**src/rtl/fdiv_pkg.sv**
```systemverilog
// ---------------------------------------------------------------------------
// fdiv_pkg
// Shared definitions for the sequential floating-point divider:
//   - state_e       : controller states (IDLE, PREP, DIV, ROUND)
//   - RM_*          : rounding-mode encodings carried on the rm input
//   - FLAG_*        : bit positions inside the 5-bit flags vector
//                     {invalid, divzero, overflow, underflow, inexact}
//   - roundUp()     : increment decision from rounding mode, sign, LSB and
//                     guard/round/sticky bits
// ---------------------------------------------------------------------------
package fdiv_pkg;

    typedef enum logic [1:0] {
        IDLE  = 2'd0,
        PREP  = 2'd1,
        DIV   = 2'd2,
        ROUND = 2'd3
    } state_e;

    localparam logic [1:0] RM_RNE = 2'b00;
    localparam logic [1:0] RM_RTZ = 2'b01;
    localparam logic [1:0] RM_RDN = 2'b10;
    localparam logic [1:0] RM_RUP = 2'b11;

    localparam int FLAG_INVALID   = 4;
    localparam int FLAG_DIVZERO   = 3;
    localparam int FLAG_OVERFLOW  = 2;
    localparam int FLAG_UNDERFLOW = 1;
    localparam int FLAG_INEXACT   = 0;

    // RNE bumps when the discarded part is above half, or exactly half with
    // an odd LSB; the directed modes bump on any discarded bit when the
    // direction moves the magnitude away from zero.
    function automatic logic roundUp(input logic [1:0] mode,
                                     input logic       sign,
                                     input logic       lsb,
                                     input logic       guard,
                                     input logic       rnd,
                                     input logic       sticky);
        logic up;
        case (mode)
            RM_RNE:  up = guard & (rnd | sticky | lsb);
            RM_RTZ:  up = 1'b0;
            RM_RDN:  up = sign & (guard | rnd | sticky);
            default: up = ~sign & (guard | rnd | sticky);
        endcase
        return up;
    endfunction

endpackage

```
**src/rtl/fdiv_round.sv**
```systemverilog
// ---------------------------------------------------------------------------
// fdiv_round
// Combinational rounding / range stage for finite quotients.
// Ports:
//   sign_i   : quotient sign
//   exp_i    : biased exponent before rounding (signed, two extra bits so
//              that overflow and underflow are visible)
//   sig_i    : MW+1 significand bits (hidden bit at MSB), then guard, round
//   sticky_i : OR of everything below the round bit
//   rm_i     : rounding mode (RM_* in fdiv_pkg)
//   res_o    : packed {sign, exponent, mantissa} result
//   flags_o  : {invalid, divzero, overflow, underflow, inexact}
// ---------------------------------------------------------------------------
module fdiv_round
    import fdiv_pkg::*;
#(
    parameter int EW = 8,
    parameter int MW = 23
) (
    input  logic                 sign_i,
    input  logic signed [EW+1:0] exp_i,
    input  logic [MW+2:0]        sig_i,
    input  logic                 sticky_i,
    input  logic [1:0]           rm_i,
    output logic [EW+MW:0]       res_o,
    output logic [4:0]           flags_o
);

    localparam int EXP_ONES = (1 << EW) - 1;

    logic                 inexact;
    logic                 up;
    logic                 toInf;
    logic [MW+1:0]        mantSum;
    logic signed [EW+1:0] expRnd;

    // Round the significand, let a carry out of the mantissa bump the
    // exponent (the mantissa field is then all zeros), and only afterwards
    // decide whether the result left the normal range.
    always_comb begin
        inexact = sig_i[1] | sig_i[0] | sticky_i;
        up      = roundUp(rm_i, sign_i, sig_i[2], sig_i[1], sig_i[0], sticky_i);
        mantSum = {1'b0, sig_i[MW+2:2]} + {{(MW+1){1'b0}}, up};
        expRnd  = exp_i + $signed({{(EW+1){1'b0}}, mantSum[MW+1]});
        toInf   = (rm_i == RM_RNE) ||
                  (rm_i == RM_RUP && !sign_i) ||
                  (rm_i == RM_RDN && sign_i);
        flags_o = '0;
        res_o   = '0;
        if (int'(expRnd) >= EXP_ONES) begin
            flags_o[FLAG_OVERFLOW] = 1'b1;
            flags_o[FLAG_INEXACT]  = 1'b1;
            res_o = toInf ? {sign_i, {EW{1'b1}}, {MW{1'b0}}}
                          : {sign_i, {(EW-1){1'b1}}, 1'b0, {MW{1'b1}}};
        end else if (int'(expRnd) <= 0) begin
            flags_o[FLAG_UNDERFLOW] = 1'b1;
            flags_o[FLAG_INEXACT]   = 1'b1;
            res_o = {sign_i, {(EW+MW){1'b0}}};
        end else begin
            flags_o[FLAG_INEXACT] = inexact;
            res_o = {sign_i, expRnd[EW-1:0], mantSum[MW-1:0]};
        end
    end

endmodule

```
**src/rtl/fdiv_seq.sv**
```systemverilog
// ---------------------------------------------------------------------------
// fdiv_seq
// Fixed-latency sequential floating-point divider (restoring division, one
// quotient bit per cycle). Subnormal inputs are flushed to signed zero.
// Ports:
//   clk   : clock, all state on the rising edge
//   reset : asynchronous, active-low reset
//   start : request, taken only while ready is high
//   ready : high while idle
//   a, b  : dividend / divisor, {sign, exponent[EW], mantissa[MW]}
//   rm    : rounding mode (00 RNE, 01 RTZ, 10 RDN, 11 RUP)
//   done  : one-cycle pulse when q/flags have been updated
//   q     : quotient, held between operations
//   flags : {invalid, divzero, overflow, underflow, inexact}, held with q
// Latency: done rises MW+5 edges after the accepting edge for every operand.
// ---------------------------------------------------------------------------
module fdiv_seq
    import fdiv_pkg::*;
#(
    parameter int EW = 8,
    parameter int MW = 23
) (
    input  logic           clk,
    input  logic           reset,
    input  logic           start,
    output logic           ready,
    input  logic [EW+MW:0] a,
    input  logic [EW+MW:0] b,
    input  logic [1:0]     rm,
    output logic           done,
    output logic [EW+MW:0] q,
    output logic [4:0]     flags
);

    localparam int W    = 1 + EW + MW;
    localparam int CW   = $clog2(MW + 4);
    localparam int BIAS = (1 << (EW - 1)) - 1;
    localparam logic [CW-1:0] LAST_STEP = CW'(MW + 2);

    state_e               state_q, state_d;
    logic [CW-1:0]        cnt_q, cnt_d;
    logic [W-1:0]         aOp_q, aOp_d, bOp_q, bOp_d;
    logic [1:0]           rm_q, rm_d;
    logic                 sign_q, sign_d;
    logic signed [EW+1:0] exp_q, exp_d;
    logic [MW+1:0]        rem_q, rem_d;
    logic [MW:0]          divisor_q, divisor_d;
    logic [MW+2:0]        quo_q, quo_d;
    logic                 special_q, special_d;
    logic [W-1:0]         specRes_q, specRes_d;
    logic [4:0]           specFlags_q, specFlags_d;
    logic [W-1:0]         res_q, res_d;
    logic [4:0]           flags_q, flags_d;
    logic                 done_q, done_d;

    logic [EW-1:0]        expA, expB;
    logic [MW-1:0]        fracA, fracB;
    logic [MW:0]          mantA, mantB;
    logic                 aZero, bZero, aInf, bInf, aNan, bNan;
    logic                 opSign, mantLess;
    logic signed [EW+1:0] expPrep;
    logic                 specHit;
    logic [W-1:0]         specRes;
    logic [4:0]           specFlags;
    logic                 remNonZero;
    logic [W-1:0]         rndRes;
    logic [4:0]           rndFlags;

    assign expA   = aOp_q[W-2:MW];
    assign expB   = bOp_q[W-2:MW];
    assign fracA  = aOp_q[MW-1:0];
    assign fracB  = bOp_q[MW-1:0];
    assign opSign = aOp_q[W-1] ^ bOp_q[W-1];

    // A zero exponent field covers both true zero and subnormals, which are
    // treated as signed zero.
    assign aZero = (expA == '0);
    assign bZero = (expB == '0);
    assign aInf  = (expA == '1) && (fracA == '0);
    assign bInf  = (expB == '1) && (fracB == '0);
    assign aNan  = (expA == '1) && (fracA != '0);
    assign bNan  = (expB == '1) && (fracB != '0);

    // Pre-normalise: when the dividend significand is the smaller one, it is
    // doubled so the quotient lands in [1,2) and the exponent drops by one.
    assign mantA    = {1'b1, fracA};
    assign mantB    = {1'b1, fracB};
    assign mantLess = (mantA < mantB);
    assign expPrep  = $signed({2'b00, expA}) - $signed({2'b00, expB})
                    + $signed((EW+2)'(BIAS))
                    - $signed({{(EW+1){1'b0}}, mantLess});

    // Special-operand outcome. It is decided up front but only published in
    // ROUND, so specials keep the same latency as ordinary quotients.
    always_comb begin
        specHit   = 1'b1;
        specRes   = '0;
        specFlags = '0;
        if (aNan || bNan || (aZero && bZero) || (aInf && bInf)) begin
            specRes = {1'b0, {EW{1'b1}}, 1'b1, {(MW-1){1'b0}}};
            specFlags[FLAG_INVALID] = 1'b1;
        end else if (aInf) begin
            specRes = {opSign, {EW{1'b1}}, {MW{1'b0}}};
        end else if (bZero) begin
            specRes = {opSign, {EW{1'b1}}, {MW{1'b0}}};
            specFlags[FLAG_DIVZERO] = 1'b1;
        end else if (aZero || bInf) begin
            specRes = {opSign, {(W-1){1'b0}}};
        end else begin
            specHit = 1'b0;
        end
    end

    assign remNonZero = |rem_q;

    fdiv_round #(
        .EW(EW),
        .MW(MW)
    ) u_round (
        .sign_i   (sign_q),
        .exp_i    (exp_q),
        .sig_i    (quo_q),
        .sticky_i (remNonZero),
        .rm_i     (rm_q),
        .res_o    (rndRes),
        .flags_o  (rndFlags)
    );

    // Controller and datapath next state. The partial remainder always stays
    // below twice the divisor, so MW+2 bits hold it and the left shift after
    // each step never drops a set bit.
    always_comb begin
        state_d     = state_q;
        cnt_d       = cnt_q;
        aOp_d       = aOp_q;
        bOp_d       = bOp_q;
        rm_d        = rm_q;
        sign_d      = sign_q;
        exp_d       = exp_q;
        rem_d       = rem_q;
        divisor_d   = divisor_q;
        quo_d       = quo_q;
        special_d   = special_q;
        specRes_d   = specRes_q;
        specFlags_d = specFlags_q;
        res_d       = res_q;
        flags_d     = flags_q;
        done_d      = 1'b0;
        case (state_q)
            IDLE: begin
                if (start) begin
                    aOp_d   = a;
                    bOp_d   = b;
                    rm_d    = rm;
                    state_d = PREP;
                end
            end
            PREP: begin
                sign_d      = opSign;
                exp_d       = expPrep;
                rem_d       = mantLess ? {mantA, 1'b0} : {1'b0, mantA};
                divisor_d   = mantB;
                quo_d       = '0;
                cnt_d       = '0;
                special_d   = specHit;
                specRes_d   = specRes;
                specFlags_d = specFlags;
                state_d     = DIV;
            end
            DIV: begin
                if (rem_q >= {1'b0, divisor_q}) begin
                    rem_d = (rem_q - {1'b0, divisor_q}) << 1;
                    quo_d = {quo_q[MW+1:0], 1'b1};
                end else begin
                    rem_d = rem_q << 1;
                    quo_d = {quo_q[MW+1:0], 1'b0};
                end
                cnt_d = cnt_q + CW'(1);
                if (cnt_q == LAST_STEP) begin
                    state_d = ROUND;
                end
            end
            ROUND: begin
                res_d   = special_q ? specRes_q : rndRes;
                flags_d = special_q ? specFlags_q : rndFlags;
                done_d  = 1'b1;
                state_d = IDLE;
            end
            default: state_d = IDLE;
        endcase
    end

    // State register; reset may strike mid-operation and returns everything
    // to an idle, zeroed divider.
    always_ff @(posedge clk or negedge reset) begin
        if (!reset) begin
            state_q     <= IDLE;
            cnt_q       <= '0;
            aOp_q       <= '0;
            bOp_q       <= '0;
            rm_q        <= '0;
            sign_q      <= 1'b0;
            exp_q       <= '0;
            rem_q       <= '0;
            divisor_q   <= '0;
            quo_q       <= '0;
            special_q   <= 1'b0;
            specRes_q   <= '0;
            specFlags_q <= '0;
            res_q       <= '0;
            flags_q     <= '0;
            done_q      <= 1'b0;
        end else begin
            state_q     <= state_d;
            cnt_q       <= cnt_d;
            aOp_q       <= aOp_d;
            bOp_q       <= bOp_d;
            rm_q        <= rm_d;
            sign_q      <= sign_d;
            exp_q       <= exp_d;
            rem_q       <= rem_d;
            divisor_q   <= divisor_d;
            quo_q       <= quo_d;
            special_q   <= special_d;
            specRes_q   <= specRes_d;
            specFlags_q <= specFlags_d;
            res_q       <= res_d;
            flags_q     <= flags_d;
            done_q      <= done_d;
        end
    end

    assign ready = (state_q == IDLE);
    assign done  = done_q;
    assign q     = res_q;
    assign flags = flags_q;

endmodule

```
**config.mk**
```make
export PLATFORM = sky130hd
export DESIGN_NAME = fdiv_seq
export DESIGN_NICKNAME = d
export VERILOG_FILES = /design/src/rtl/fdiv_pkg.sv /design/src/rtl/fdiv_round.sv /design/src/rtl/fdiv_seq.sv
export SDC_FILE = /design/constraint.sdc
export NUM_CORES = 1
export LEC_CHECK = 0
export BUFFER_PORTS_ARGS = -buffer_cell sky130_fd_sc_hd__buf_4
export CAP_MARGIN = 20
export CORE_UTILIZATION = 61
export CTS_CLUSTER_SIZE = 14
export DETAILED_ROUTE_END_ITERATION = 7
export PLACE_DENSITY = 0.81
export SYNTH_ARGS = -nofsm -noshare
export SYNTH_HDL_FRONTEND = slang
export SYNTH_SLANG_ARGS = --single-unit
```
**constraint.sdc**
```tcl
create_clock -name clk -period 5.3 [get_ports clk]
set_clock_uncertainty 0.15 [all_clocks]
set_input_delay 0.265 -clock clk [delete_from_list [all_inputs] [get_ports clk]]
set_output_delay 0.265 -clock clk [all_outputs]
set_load 0.005 [all_outputs]
```
==> impl_metrics.json, run 1 <==
{
  "grt_max_degree": 79,
  "synth_top_area_share_pct": 41.8,
  "multi_input_area_sq_um": 6290,
  "synthArstFlopShare_pct": 100,
  "grt_pass1_vias": 10326,
  "grt_pass1_wl_mm": 53.8,
  "synth_cell_types": 76,
  "yosysSeqAreaShare_pct": 41.8,
  "drtPass1Iterations": 5,
  "relSlewSlack_pct": 37.1,
  "worst_slack_ns": 0.316,
  "cts_root_buf": "clkbuf_16",
  "drc_errors": 0,
  "antenna_left": 0,
  "switchingPower_uw": 5270,
  "synth_area_leaders": "dfrtp_1 42%, mux2_2 8.9%, ha_1 7.7%, o21ai_0 5.3%, inv_1 4.1%",
  "regArea_sq_um": 5050,
  "rrSetupSlack_ns": 0.32,
  "num_io_pins": 108,
  "synth_edf_count": 0,
  "cts_buffers": 23,
  "clock.fmax_ghz": 0.201,
  "wl_mm": 33.4,
  "worst_pin_slew_ns": 0.940,
  "reg2reg_from": "rm_q[1]$_DFFE_PN0P_",
  "synth_simple_gate_area_share_pct": 13.1,
  "finalCriticalPeriod_ns": 4.98,
  "tritoncts": "built",
  "synthAdderAreaFrac_pct": 8.15,
  "coreArea_sq_um": 19500,
  "synthesis.area_sq_um": 12100,
  "drv_cap": 0,
  "synth.most_common_cell": "dfrtp_1",
  "worstSetupStartpointType": "flop",
  "min_path_type": "input pin to flop",
  "clkTransAtPathRegs_ns": 0.06,
  "vias_per_cell": 6.10,
  "p_leak_uw": 0.00658,
  "cp-end-kind": "flop",
  "synth_top_area_cell": "dfrtp_1",
  "hold_path_depth": 4,
  "hold_viol_final": 0,
  "fp-row-count": 51,
  "synthXorXnorAreaFrac_pct": 4.35,
  "power_frac_comb_pct": 60.7,
  "place_ws_ns": 0.149,
  "run_status": "complete, no violations",
  "rsz0062_at_grt": "false",
  "p_sw_share_pct": 45.3,
  "setup_tns_ns": 0,
  "arrival_ns": 5.21,
  "hold-worst-slack_ns": 0.0559,
  "cts_max_level": 1,
  "pwr_density_cell_nw_per_um2": 799,
  "vias": 10312,
  "hpwl_mm": 20.6,
  "drive_gt1_share_pct": 19.6,
  "yosys-mux-area-fraction_pct": 11.3,
  "synth-compound-area-share_pct": 14.8,
  "setup_viol": 0,
  "cp.required_ns": 5.52,
  "p_clk_share_pct": 13.9,
  "clock_path_buffers": 3,
  "nNetsFinal": 1555,
  "grt_antenna_before_repair": 1,
  "intPower_uw": 6350,
  "syn_inst": 1259,
  "crit_type": "flop to flop",
  "drt_iter0_markers": 896,
  "syn_nets": 1405,
  "placed_cell_area_sq_um": 13100,
  "finalCritPeriodShare_pct": 94.0,
  "p_seq_share_pct": 25.3,
  "wl_per_cell_microns": 19.7,
  "initial_core_util_pct": 62.1,
  "max-vdd-ir-drop_mv": 0.728,
  "worst_skew_pair.late_latency_ns": 0.54,
  "dieWidth_microns": 143,
  "cts_sinks": 202,
  "fillers": 1287,
  "die_h_microns": 143,
  "hold_end": "state_q[1]$_DFFE_PN0P_",
  "grt.overflow.total": 0,
  "synth.avg_cell_area_sq_um": 9.60,
  "synth_top_family_by_area": "compound AO/OA/AOI/OAI gates",
  "min_from": "start",
  "yosys_register_bits": 202,
  "place.gp.congestion": 0.895,
  "design_area_sq_um": 14500,
  "yosysWarnings": 0,
  "area_growth_pct": 20.2,
  "ys_dominant_reg_cell": "dfrtp_1",
  "port_buffers": 107,
  "dieArea_sq_um": 20400,
  "ff2ff_path_depth": 20,
  "cp_max_fo": 28,
  "synthTopCellsByCount": "202 x dfrtp_1, 132 x inv_1, 128 x o21ai_0, 96 x mux2_2, 82 x nand3_1",
  "gr-usage-all-layers_pct": 33.9,
  "reg2reg_to": "q[23]$_DFFE_PN0P_",
  "drv_slew": 0
}
-- registers in the layout, indices dropped and copies added (netlist names) --
name,flops
flags,5
q,32
done,1
state_q,2
divisor_q,24
bOp_q,32
exp_q,10
special_q,1
quo_q,26
rm_q,2
rem_q,25
aOp_q,32
cnt_q,5
specRes_q,3
sign_q,1
specFlags_q,1
-- per-layer routing --
metal  routed length, microns  track usage (%)  part of all wire (%)  up-vias
met5                        0                0                     0        -
met4                     1350             13.8                   4.0        0
met3                     2200             4.96                   6.6      106
met2                    16300             56.9                    49      438
met1                    13500             44.1                    41     5012
li1                         -                -                     -     4756
-- per-stage QoR --
| stage | utilization [%] | instances | power [uW] |
|---|---|---|---|
| after CTS | 74.5 | 1690 | 11300 |
| after global routing | 74.7 | 1691 | 12500 |
| final | 74.7 | 1691 | 11600 |
| after floorplan | - | 1259 | 8050 |
| after detailed placement | 67.1 | 1582 | 9610 |
| after global placement | 67.1 | 1582 | 9360 |
-- cell type report --
| cell class | count | share of cell area, % |
|---|---|---|
| Multi-Input combinational cell | 860 | 43.3 |
| Antenna cell | 1 | 0.0172 |
| Inverter | 133 | 3.43 |
| Clock buffer | 32 | 4.47 |
| Tap cell | 265 | 2.28 |
| Timing Repair Buffer | 189 | 11.0 |
| Clock inverter | 9 | 0.783 |
| Sequential cell | 202 | 34.8 |
-- cell usage in the layout, fill, tap and decap left out, types with 8 or more instances in the layout --
cell type      instances
xnor2_1               43
nor3_1                16
buf_4                121
clkbuf_16             23
nor4_1                23
inv_1                132
mux2_2                96
dlygate4sd3_1         67
a22oi_1                8
nor2_1                36
mux2i_1               24
nand2b_1              11
a21oi_1               52
nand4_1               22
and3_1                10
o22ai_1               11
o21ai_0              127
xor2_1                16
ha_1                  71
a21o_1                21
dfrtp_1              202
nand3_1               82
nand2_1               76
-- cell families (layout without fill, tap and decap cells) --
group | Yosys count | after routing
AO/OA/AOI/OAI | 289 | 289
buffers and inverters | 197 | 363
AND/OR/NAND/NOR | 311 | 311
adder cells (fa/ha/maj) | 77 | 77
other | 0 | 1
XOR/XNOR | 60 | 60
multiplexers | 123 | 123
flip-flops | 202 | 202
-- power groups by stage --
stage | clock network (uW) | logic, uW | registers (uW)
final | 1620 | 7060 | 2940
after global routing | 1700 | 7770 | 3000
after CTS | 1620 | 6840 | 2880
after detailed placement | 0 | 6710 | 2900
after global placement | 0 | 6490 | 2870
after floorplan | 0 | 5400 | 2650
-- critical path: stages, from the launching register on --
cell	delay (ns)
dfrtp_1	0.42
nor2b_1	0.15
ha_1	0.27
nand2b_1	0.14
o21ai_1	0.19
ha_1	0.24
ha_1	0.22
and4_1	0.26
nand4_1	0.22
nor4_4	0.32
and3_1	0.21
ha_1	0.22
ha_1	0.27
nand3_1	0.11
xor2_1	0.30
nand3_1	0.18
o41ai_4	0.23
buf_4	0.32
nor2_1	0.10
a21boi_0	0.19
o22ai_1	0.10
-- worst max path at each step --
stage               slack (ns)                 to                 from
CTS                       0.05  q[22]$_DFFE_PN0P_  rm_q[1]$_DFFE_PN0P_
detailed placement        0.15  q[22]$_DFFE_PN0P_  rm_q[1]$_DFFE_PN0P_
floorplan                 0.68  q[20]$_DFFE_PN0P_  rm_q[1]$_DFFE_PN0P_
global route              0.06  q[23]$_DFFE_PN0P_  rm_q[1]$_DFFE_PN0P_
finish                    0.32  q[23]$_DFFE_PN0P_  rm_q[1]$_DFFE_PN0P_
global placement          0.33  q[22]$_DFFE_PN0P_  rm_q[1]$_DFFE_PN0P_
-- timing repair --
action / CTS / global route
setup endpoints to repair: 0 / 32
buffers inserted: 0 / 0
hold buffers: 67 / 0
hold endpoints to repair: 142 / 0
gates resized for setup: 0 / 6
Power figures use the tool's default switching activity.
==> run 2, diff against run 1 <==
Settings changed: SYNTH_HIERARCHICAL set to 1.
==> run 2 against run 1 <==
Synthesized cell count rose by 1.0%. Sequential cell count did not move. Hold slack improved by 0.031 ns. Global-route usage fell by 2.2 points. Die area rose by 1.5%. Total power rose by 1.5%. Setup slack got worse by 0.27 ns. Critical path type unchanged. Largest cell class unchanged. Largest power group unchanged. Highest routed layer unchanged.
==> impl_metrics.json, run 2 <==
{
  "area_growth_pct": 21.6,
  "worst_slack_ns": 0.0469,
  "setup_viol": 0,
  "grt_antenna_before_repair": 1,
  "clkTransAtPathRegs_ns": 0.06,
  "pwr_density_cell_nw_per_um2": 790,
  "clock.fmax_ghz": 0.190,
  "gr-usage-all-layers_pct": 31.7,
  "design_area_sq_um": 14900,
  "dieArea_sq_um": 20700,
  "synth.most_common_cell": "dfrtp_1",
  "layout_common_cells": "202 x dfrtp_1, 136 x buf_4, 111 x inv_1",
  "worstSetupStartpointType": "flop",
  "cp.required_ns": 5.54,
  "final_common_cell": "dfrtp_1",
  "dp.cells": 1611,
  "wl_per_cell_microns": 18.8,
  "synth_top_area_cell": "dfrtp_1",
  "crit_type": "flop to flop",
  "finalCritPeriodShare_pct": 99.1,
  "vias": 10411,
  "synthTopCellsByCount": "202 x dfrtp_1, 111 x inv_1, 96 x nand2_1, 81 x o21ai_0, 78 x mux2_2",
  "place_ws_ns": -0.147,
  "grt_pass1_wl_mm": 51.3,
  "hold-worst-slack_ns": 0.0867,
  "fp-row-count": 51,
  "antenna_left": 0,
  "yosysWarnings": 6,
  "placed_cell_area_sq_um": 13400,
  "hpwl_mm": 20.6,
  "tritoncts": "built",
  "coreArea_sq_um": 19600,
  "drive_gt1_share_pct": 22.7,
  "grtUsageMet1_pct": 41.7,
  "worst_skew_pair.late_latency_ns": 0.51,
  "num_io_pins": 108,
  "grt.overflow.total": 0,
  "synth_area_leaders": "dfrtp_1 41%, ha_1 7.5%, mux2_2 7.2%, inv_1 3.4%, o21ai_0 3.3%",
  "cts_buffers": 23,
  "grt_max_degree": 120,
  "synthArstFlopShare_pct": 100,
  "ys_dominant_reg_cell": "dfrtp_1",
  "drc_errors": 0,
  "max-vdd-ir-drop_mv": 0.503,
  "synth_cell_types": 71,
  "relSlewSlack_pct": 30.3,
  "drtPass1Iterations": 5,
  "dieWidth_microns": 144,
  "worst_pin_slew_ns": 1.04,
  "p_leak_uw": 0.00695,
  "syn_inst": 1272,
  "finalCriticalPeriod_ns": 5.25,
  "cp-end-kind": "flop",
  "clock_path_buffers": 3,
  "use_met3_pct": 3.90,
  "nNetsFinal": 1590,
  "hold_viol_final": 0,
  "yosysSeqAreaShare_pct": 41.2,
  "min_path_type": "input pin to flop",
  "grt_pass1_vias": 10001,
  "cts_root_buf": "clkbuf_16",
  "drv_cap": 0,
  "cts_max_level": 1,
  "die_h_microns": 144,
  "finalNonFillerCells": 1724,
  "synth_top_area_share_pct": 41.2,
  "initial_core_util_pct": 62.6,
  "run_status": "complete, no violations",
  "synthesis.area_sq_um": 12300,
  "vias_per_cell": 6.04,
  "port_buffers": 107,
  "arrival_ns": 5.49,
  "cp_max_fo": 7,
  "synth_edf_count": 0,
  "wl_mm": 32.5,
  "drv_slew": 0,
  "grtUsageMet2_pct": 53.6,
  "place.gp.congestion": 0.922,
  "drt_iter0_markers": 687,
  "cts_sinks": 202,
  "synth.avg_cell_area_sq_um": 9.65,
  "yosys_register_bits": 202,
  "top_usage_layer": "met2"
}
[run 2: cell count changes in the layout (fill, tap and decap cells not counted), sizes merged, moves of 16 or more]
cell,before,now
a21oi,54,70
xnor2,43,24
o21ai,132,116
nand3,83,50
a31o,2,26
mux2,99,78
nor2b,7,35
inv,134,112
nor2,36,67
nand2,77,97
buf,121,138
[run 2: logic make-up (layout without fill, tap and decap cells)]
logic type,Yosys count,in the layout,share of synthesized area [%]
AND/OR/NAND/NOR,341,341,13.9
AO/OA/AOI/OAI,312,312,17.2
flip-flops,202,202,41.2
buffers and inverters,173,358,5.86
multiplexers,110,110,9.77
adder cells (fa/ha/maj),77,77,8.03
XOR/XNOR,56,56,4.06
other,1,3,0.0306
[run 2: metal layers]
| metal | up-vias | wire (microns) | share of wire, % |
|---|---|---|---|
| li1 | 4845 | - | - |
| met1 | 5059 | 13800 | 42 |
| met2 | 409 | 15700 | 48 |
| met3 | 98 | 1790 | 5.5 |
| met4 | 0 | 1160 | 3.6 |
| met5 | - | 0 | 0 |
[run 2: path summary, 6_finish.rpt]
| kind | endpoint | slack, ns | startpoint | cells past startpoint |
|---|---|---|---|---|
| max reg2reg | flags[0]$_DFFE_PN0P_ | 0.05 | rem_q[20]$_DFFE_PN0P_ | 23 |
| min in group asynchronous | divisor_q[19]$_DFFE_PN0N_ | 0.30 | reset | 2 |
| max | flags[0]$_DFFE_PN0P_ | 0.05 | rem_q[20]$_DFFE_PN0P_ | 23 |
| min reg2reg | divisor_q[23]$_DFFE_PN0N_ | 0.30 | divisor_q[23]$_DFFE_PN0N_ | 2 |
| min | state_q[1]$_DFFE_PN0P_ | 0.09 | start | 4 |
| max in group asynchronous | specRes_q[22]$_DFFE_PN0N_ | 3.48 | reset | 3 |
[run 2: worst max-delay path: stages, from the launching register on]
cell and delay, ns:
dfrtp_1 0.38, or4_4 0.55, nor4_4 0.26, nand4_1 0.23, nor3_1 0.24, nor2_1 0.07, nand2_1 0.08, nand2_1 0.06
ha_2 0.19, ha_1 0.18, and2_1 0.14, nor2b_1 0.14, nand4_1 0.12, nor2_1 0.06, ha_2 0.20, ha_4 0.18
buf_4 0.14, nand4_1 0.16, o32ai_2 0.11, mux2i_1 0.21, or4b_4 0.18, or3b_4 0.45, or4_1 0.41, a31o_2 0.24
[run 2: area by class of cell]
class | count | area (sq um)
Clock inverter | 9 | 128
Inverter | 112 | 420
Antenna cell | 1 | 2.50
Multi-Input combinational cell | 898 | 6570
Clock buffer | 30 | 642
Sequential cell | 202 | 5050
Timing Repair Buffer | 207 | 1770
Tap cell | 265 | 332
Fill cell | 1283 | 4670
[run 2: power breakdown]
part	internal (uW)	switching, uW	total [uW]
combinational	3230	4020	7250
sequential	2200	708	2910
clock	996	639	1640
total	6430	5360	11800
[run 2: stage by stage]
stage          setup TNS, ns  power, uW  utilization, %
2_1_floorplan              0       8090               -
3_3_place_gp          -0.251       9510            68.2
3_5_place_dp           -2.65       9740            68.2
4_1_cts                    0      11500            75.6
5_1_grt                -1.05      12700            76.2
6_report                   0      11800            76.2
[run 2: repair_timing]
item	4_1_cts	5_1_grt
gates cloned	0	1
buffers inserted	1	4
pin swaps	2	7
hold buffers	67	0
setup endpoints to repair	23	31
endpoints found under the hold margin	183	0
gates resized for setup	2	11
